$ cat src/rtl/issue_stage.sv
// Issue stage: holds one decoded entry, owns the integer register file with
// write-back bypass, pulses execute and raises a redirect on a wrong-path PC.
package issue_pkg;
    localparam int XLEN = 32;

    typedef struct packed {
        logic [XLEN-1:0] pc;
        logic [4:0]      rs1_addr;
        logic [4:0]      rs2_addr;
        logic [4:0]      rd;
        logic            rd_en;
        logic            alu_en;
        logic            lsu_en;
        logic            br_en;
    } microcode_t;
endpackage

module issue_stage
    import issue_pkg::*;
#(
    parameter int unsigned     NREG    = 32,
    parameter logic [XLEN-1:0] REG_RST = 32'h0
) (
    input  logic            i_clk,
    input  logic            i_rst,
    input  logic            i_in_valid,
    output logic            o_in_ready,
    input  microcode_t      i_in_microcode,
    output logic            o_exe_en,
    output microcode_t      o_exe_microcode,
    output logic [XLEN-1:0] o_exe_rs1_data,
    output logic [XLEN-1:0] o_exe_rs2_data,
    input  logic            i_exe_busy,
    input  logic            i_exe_done,
    input  logic [XLEN-1:0] i_exe_committed_pc,
    input  logic            i_wb_en,
    input  logic [4:0]      i_wb_addr,
    input  logic [XLEN-1:0] i_wb_data,
    output logic            o_redirect_valid,
    output logic [XLEN-1:0] o_redirect_pc
);

    typedef enum logic [1:0] {
        ST_EMPTY = 2'd0,
        ST_FULL  = 2'd1,
        ST_WAIT  = 2'd2
    } state_t;

    state_t          r_state;
    state_t          w_state_nxt;
    microcode_t      r_held;
    microcode_t      r_issued;
    logic [XLEN-1:0] r_regs [NREG];
    logic            r_redirect_valid;
    logic [XLEN-1:0] r_redirect_pc;

    logic            w_issue;
    logic            w_done;
    logic            w_in_ready;
    logic            w_accept;
    logic            w_mispredict;
    logic [XLEN-1:0] w_cur_pc;
    microcode_t      w_exe_mc;

    // x0 reads as zero; a same-cycle write-back to the read address wins over the array.
    function automatic logic [XLEN-1:0] read_operand(
        input logic [4:0]      addr,
        input logic            wb_en,
        input logic [4:0]      wb_addr,
        input logic [XLEN-1:0] wb_data,
        input logic [XLEN-1:0] reg_val
    );
        logic [XLEN-1:0] val;
        if (addr == 5'd0) begin
            val = {XLEN{1'b0}};
        end else if (wb_en && (wb_addr == addr)) begin
            val = wb_data;
        end else begin
            val = reg_val;
        end
        return val;
    endfunction

    // Issue, accept and redirect decisions for the current cycle.
    always_comb begin
        w_issue    = (r_state == ST_FULL) && !i_exe_busy && !r_redirect_valid;
        w_done     = i_exe_done && (w_issue || (r_state == ST_WAIT));
        // Only accept once the slot actually frees, so an issuing multi-cycle op never drops an entry.
        w_in_ready = !r_redirect_valid && ((r_state == ST_EMPTY) || w_done);
        w_accept   = w_in_ready && i_in_valid;
        w_cur_pc   = (r_state == ST_WAIT) ? r_issued.pc : r_held.pc;
        w_mispredict = w_done && (i_exe_committed_pc != (w_cur_pc + 32'd4));
        w_exe_mc   = (r_state == ST_WAIT) ? r_issued : r_held;
    end

    // Next-state selection; a pending redirect flushes whatever is held.
    always_comb begin
        w_state_nxt = r_state;
        if (r_redirect_valid) begin
            w_state_nxt = ST_EMPTY;
        end else begin
            case (r_state)
                ST_EMPTY: w_state_nxt = w_accept ? ST_FULL : ST_EMPTY;
                ST_FULL: begin
                    if (w_issue && !w_done) begin
                        w_state_nxt = ST_WAIT;
                    end else if (w_done) begin
                        w_state_nxt = w_accept ? ST_FULL : ST_EMPTY;
                    end else begin
                        w_state_nxt = ST_FULL;
                    end
                end
                ST_WAIT: begin
                    if (w_done) begin
                        w_state_nxt = w_accept ? ST_FULL : ST_EMPTY;
                    end else begin
                        w_state_nxt = ST_WAIT;
                    end
                end
                default: w_state_nxt = ST_EMPTY;
            endcase
        end
    end

    // State register.
    always_ff @(posedge i_clk) begin
        if (i_rst) begin
            r_state <= ST_EMPTY;
        end else begin
            r_state <= w_state_nxt;
        end
    end

    // Held and issued entry registers.
    always_ff @(posedge i_clk) begin
        if (i_rst) begin
            r_held   <= '0;
            r_issued <= '0;
        end else begin
            if (w_issue) begin
                r_issued <= r_held;
            end
            if (w_accept) begin
                r_held <= i_in_microcode;
            end
        end
    end

    // Register file; x0 is never written.
    always_ff @(posedge i_clk) begin
        if (i_rst) begin
            r_regs[0] <= {XLEN{1'b0}};
            for (int i = 1; i < NREG; i++) begin
                r_regs[i] <= REG_RST;
            end
        end else if (i_wb_en && (i_wb_addr != 5'd0)) begin
            r_regs[i_wb_addr] <= i_wb_data;
        end
    end

    // Redirect pulse and target, raised the cycle after a wrong-path completion.
    always_ff @(posedge i_clk) begin
        if (i_rst) begin
            r_redirect_valid <= 1'b0;
            r_redirect_pc    <= {XLEN{1'b0}};
        end else begin
            r_redirect_valid <= w_mispredict;
            if (w_mispredict) begin
                r_redirect_pc <= i_exe_committed_pc;
            end
        end
    end

    assign o_in_ready       = w_in_ready;
    assign o_exe_en         = w_issue;
    assign o_exe_microcode  = w_exe_mc;
    assign o_exe_rs1_data   = read_operand(w_exe_mc.rs1_addr, i_wb_en, i_wb_addr, i_wb_data,
                                           r_regs[w_exe_mc.rs1_addr]);
    assign o_exe_rs2_data   = read_operand(w_exe_mc.rs2_addr, i_wb_en, i_wb_addr, i_wb_data,
                                           r_regs[w_exe_mc.rs2_addr]);
    assign o_redirect_valid = r_redirect_valid;
    assign o_redirect_pc    = r_redirect_pc;

endmodule

$ cat config.mk
export PLATFORM = sky130hd
export DESIGN_NAME = issue_stage
export DESIGN_NICKNAME = d
export VERILOG_FILES = /design/src/rtl/issue_stage.sv
export SDC_FILE = /design/constraint.sdc
export NUM_CORES = 2
export LEC_CHECK = 0
export ABC_AREA = 1
export CAP_MARGIN = 0
export CORE_ASPECT_RATIO = 0.8
export CORE_UTILIZATION = 55
export CTS_CLUSTER_DIAMETER = 50
export DETAILED_ROUTE_END_ITERATION = 10
export DONT_BUFFER_PORTS = 1
export PLACE_DENSITY_LB_ADDON = 0.2
export SLEW_MARGIN = 10
export SYNTH_ARGS = -nofsm -noshare
export SYNTH_HDL_FRONTEND = slang
export SYNTH_SLANG_ARGS = --single-unit
export TNS_END_PERCENT = 10
$ cat constraint.sdc
create_clock -name i_clk -period 4.75 [get_ports i_clk]
set_input_delay 1.1875 -clock i_clk [delete_from_list [all_inputs] [get_ports i_clk]]
set_output_delay 1.1875 -clock i_clk [all_outputs]
set_load 0.02 [all_outputs]
==> run summary <==
Tcrit/Tclk final: 101%
Unrepaired setup endpoints after global routing: true
Seq/Total Area, Yosys: 53.5%
Residual DRC: 0
Synth warn: 0
Max Fanout on Critical Path: 17
Final Instance Count excl. Fillers: 9,087
Worst vdd ir: 289 uV
WHS: 0.471 ns
Max capacitance violation total: 0
Most used DFF post-synth: edfxtp_1
Final Hold Vio Count: 0
Global router's overall resource usage: 42.2%
CTS Root Cell: clkbuf_16
Fmax achieved: 0.208 GHz
Chip Width: 379 um
Worst min-delay path category: flip-flop to flip-flop
Port Buffer Count: 0
Vias per std cell: 6.69
Total Routed Length: 251,000 um
Core Box Area: 113,000 sq um
Row cnt: 110
Post-synthesis cell count: 7,654
TritonCTS clock tree: yes
DIE HEIGHT: 304 um
Crit path required time: 3.56 ns
DRT Pass-1 Iters: 9
Final WS setup: -0.0661 ns
Initial DRC count: 11,200
Share of layout cells above drive strength 1: 10.0%
Hold buffer count at CTS: 0
Yosys top cell by area: edfxtp_1
Io pins: 276
Final setup violating endpoints: 7
HPWL Detailed: 144,000 um
Asr flop ratio synth: 0%
Vias: 60,800
Fill cell count: 9,267
Area after DPL: 64,900 sq um
Synth area leaders: edfxtp_1, nor2_1, nand2_1, o21ai_0, nand3_1
Syn avg cell area: 8.17 sq um
Pre-CTS setup slack: 0.228 ns
CP Capture Type: output port
Clk_lat worst skew: 0.77 ns
Setup TNS: -0.189 ns
Power Dens Cells: 433 nW/um^2
Slew HR: 14.7%
Failing checks: negative setup slack
Die area: 115,000 sq um
TritonCTS Buffers: 131
Layout Skew: 0.0280 ns
Pin count of the biggest net entering global routing: 138
Avg WL per Cell: 27.7 um
Total grt overflow: 0
CTS Buffer Depth: 3
Post-synth top area share: 49.1%
Initial Utilization: 55.6%
Pleak: 27.6 nW
WP data arrival: 3.63 ns
Crit start category: flip-flop
Outcome: finished with violations
Area Growth Syn to Fin: 14.3%
First-pass GRT wire length: 360,000 um
CTS Sinks: 1,161
Reg clk slew, reported paths: 0.06 ns
Htree depth: 4
Initial antenna violation count: 12
Gpl congestion: 0.956
Number of global-route vias before repair: 55,800
Cell Area, Synth: 62,600 sq um
Nets: 7,589
Placed Cells: 8,776
Post-route cell area: 71,500 sq um
Post-route minimum period: 4.82 ns
Antenna viol nets, final: 0
Post-synth EDFFs: 1,024
Synth Register Bits: 1,161
Worst slew pin tran: 1.28 ns
Setup slack, reg-to-reg: 0.95 ns
Final Max Tran Viols: 0
Yosys cell types: 45
WS Path Type: flip-flop to output port
==> cell usage after synthesis (11+ instances only) <==
| master | n |
|---|---|
| o21bai_1 | 92 |
| nand2_1 | 1253 |
| o22ai_1 | 208 |
| a21oi_1 | 331 |
| or2_2 | 17 |
| buf_2 | 65 |
| nand3_1 | 743 |
| dfxtp_1 | 137 |
| inv_2 | 11 |
| o211ai_1 | 103 |
| inv_1 | 287 |
| buf_6 | 12 |
| nor3_1 | 11 |
| a31oi_1 | 44 |
| a221oi_1 | 18 |
| buf_1 | 37 |
| clkbuf_1 | 578 |
| o221ai_1 | 16 |
| o21ai_0 | 867 |
| xor2_1 | 16 |
| o21ai_1 | 25 |
| mux2i_1 | 16 |
| edfxtp_1 | 1024 |
| nor2_1 | 1668 |
==> area by class of cell <==
cell class | count | area [sq um] | area share (%)
antenna | 7 | 17.5 | 0.0245
clock buffer | 172 | 3700 | 5.17
clock inverter | 66 | 634 | 0.887
inverter | 303 | 1270 | 1.78
multi-input combinational | 5524 | 26000 | 36.3
sequential | 1161 | 33500 | 46.8
tap | 1512 | 1890 | 2.64
timing repair buffer | 339 | 4500 | 6.28
timing repair inverter | 3 | 28.8 | 0.0402
==> worst paths after layout <==
| check | start | depth (start not counted) | to |
|---|---|---|---|
| worst max-delay path | r_state[0] | 14 | o_exe_rs2_data[14] |
| worst min-delay path | r_held[3] | 2 | r_issued[3] |
| worst max register to register | r_state[1] | 22 | o_redirect_pc[30] |
| worst min register to register | r_held[3] | 2 | r_issued[3] |
==> per-layer routing <==
metal / GRT usage, % / vias to the layer above / routed length, um
met5: 0 / - / 71
met4: 28.5 / 10 / 19400
met3: 11.6 / 1155 / 39500
met2: 60.3 / 5437 / 106000
met1: 55.7 / 28400 / 86900
li1: - / 25800 / -
==> through the flow <==
step	power, mW	util (%)
after global routing	31.7	63.5
after global placement	19.4	57.6
final	31.0	63.5
after detailed placement	19.5	57.6
after floorplan	16.6	-
after CTS	30.2	62.8
==> what timing repair did <==
| item | in CTS | in global routing |
|---|---|---|
| gates cloned | 22 | 12 |
| setup buffers | 26 | 6 |
| setup endpoints to repair | 64 | 64 |
| gates resized for setup | 139 | 114 |
| pin swaps | 22 | 32 |
==> state kept, by name (all words and copies together), names as in the netlist <==
name / flops
r_issued: 51
o_redirect_pc: 32
r_held: 51
r_state: 2
r_regs: 1024
o_redirect_valid: 1
==> placed cells by master, fill, tap and decap left out, types with 31 or more instances in the layout <==
cell type and count:
nor2_1 1664, nand2_1 1219, edfxtp_1 1024, o21ai_0 838, nand3_1 702, a21oi_1 323
inv_1 264, buf_4 210, o22ai_1 208, clkbuf_16 152, dfxtp_1 135, o211ai_1 103
o21bai_1 89, buf_12 54, nand2_2 42, nand3_2 36, a31oi_1 34, conb_1 32
o21ai_1 31, buf_16 31
==> power by group <==
group	switching [mW]	internal [mW]	total, mW	leakage (nW)
logic	5.98	2.53	8.50	14.6
clock network	4.31	6.09	10.4	2.12
registers	0.350	11.7	12.1	10.9
total	10.6	20.3	31.0	27.6
==> kinds of logic after synthesis <==
family,after synthesis,share of synthesized area (%)
flops,1161,53.5
other cells,1,0.00599
buf+inv,1001,6.32
mux,16,0.256
compound gates,1731,15.5
simple gates,3728,24.1
xor+xnor,16,0.224
==> critical path, cell delays in order, from the launching register on <==
cell and delay, ns:
dfxtp_4 0.37, inv_8 0.08, nand2_8 0.08, o21ai_4 0.20
buf_12 0.20, inv_16 0.09, buf_12 0.16, nand2_1 0.09
nand3_2 0.08, a21oi_2 0.21, a31oi_2 0.07, o211ai_1 0.62
o21ai_1 0.23, o21ai_1 0.22, inv_2 0.12
(Power assumes the default switching activity.)
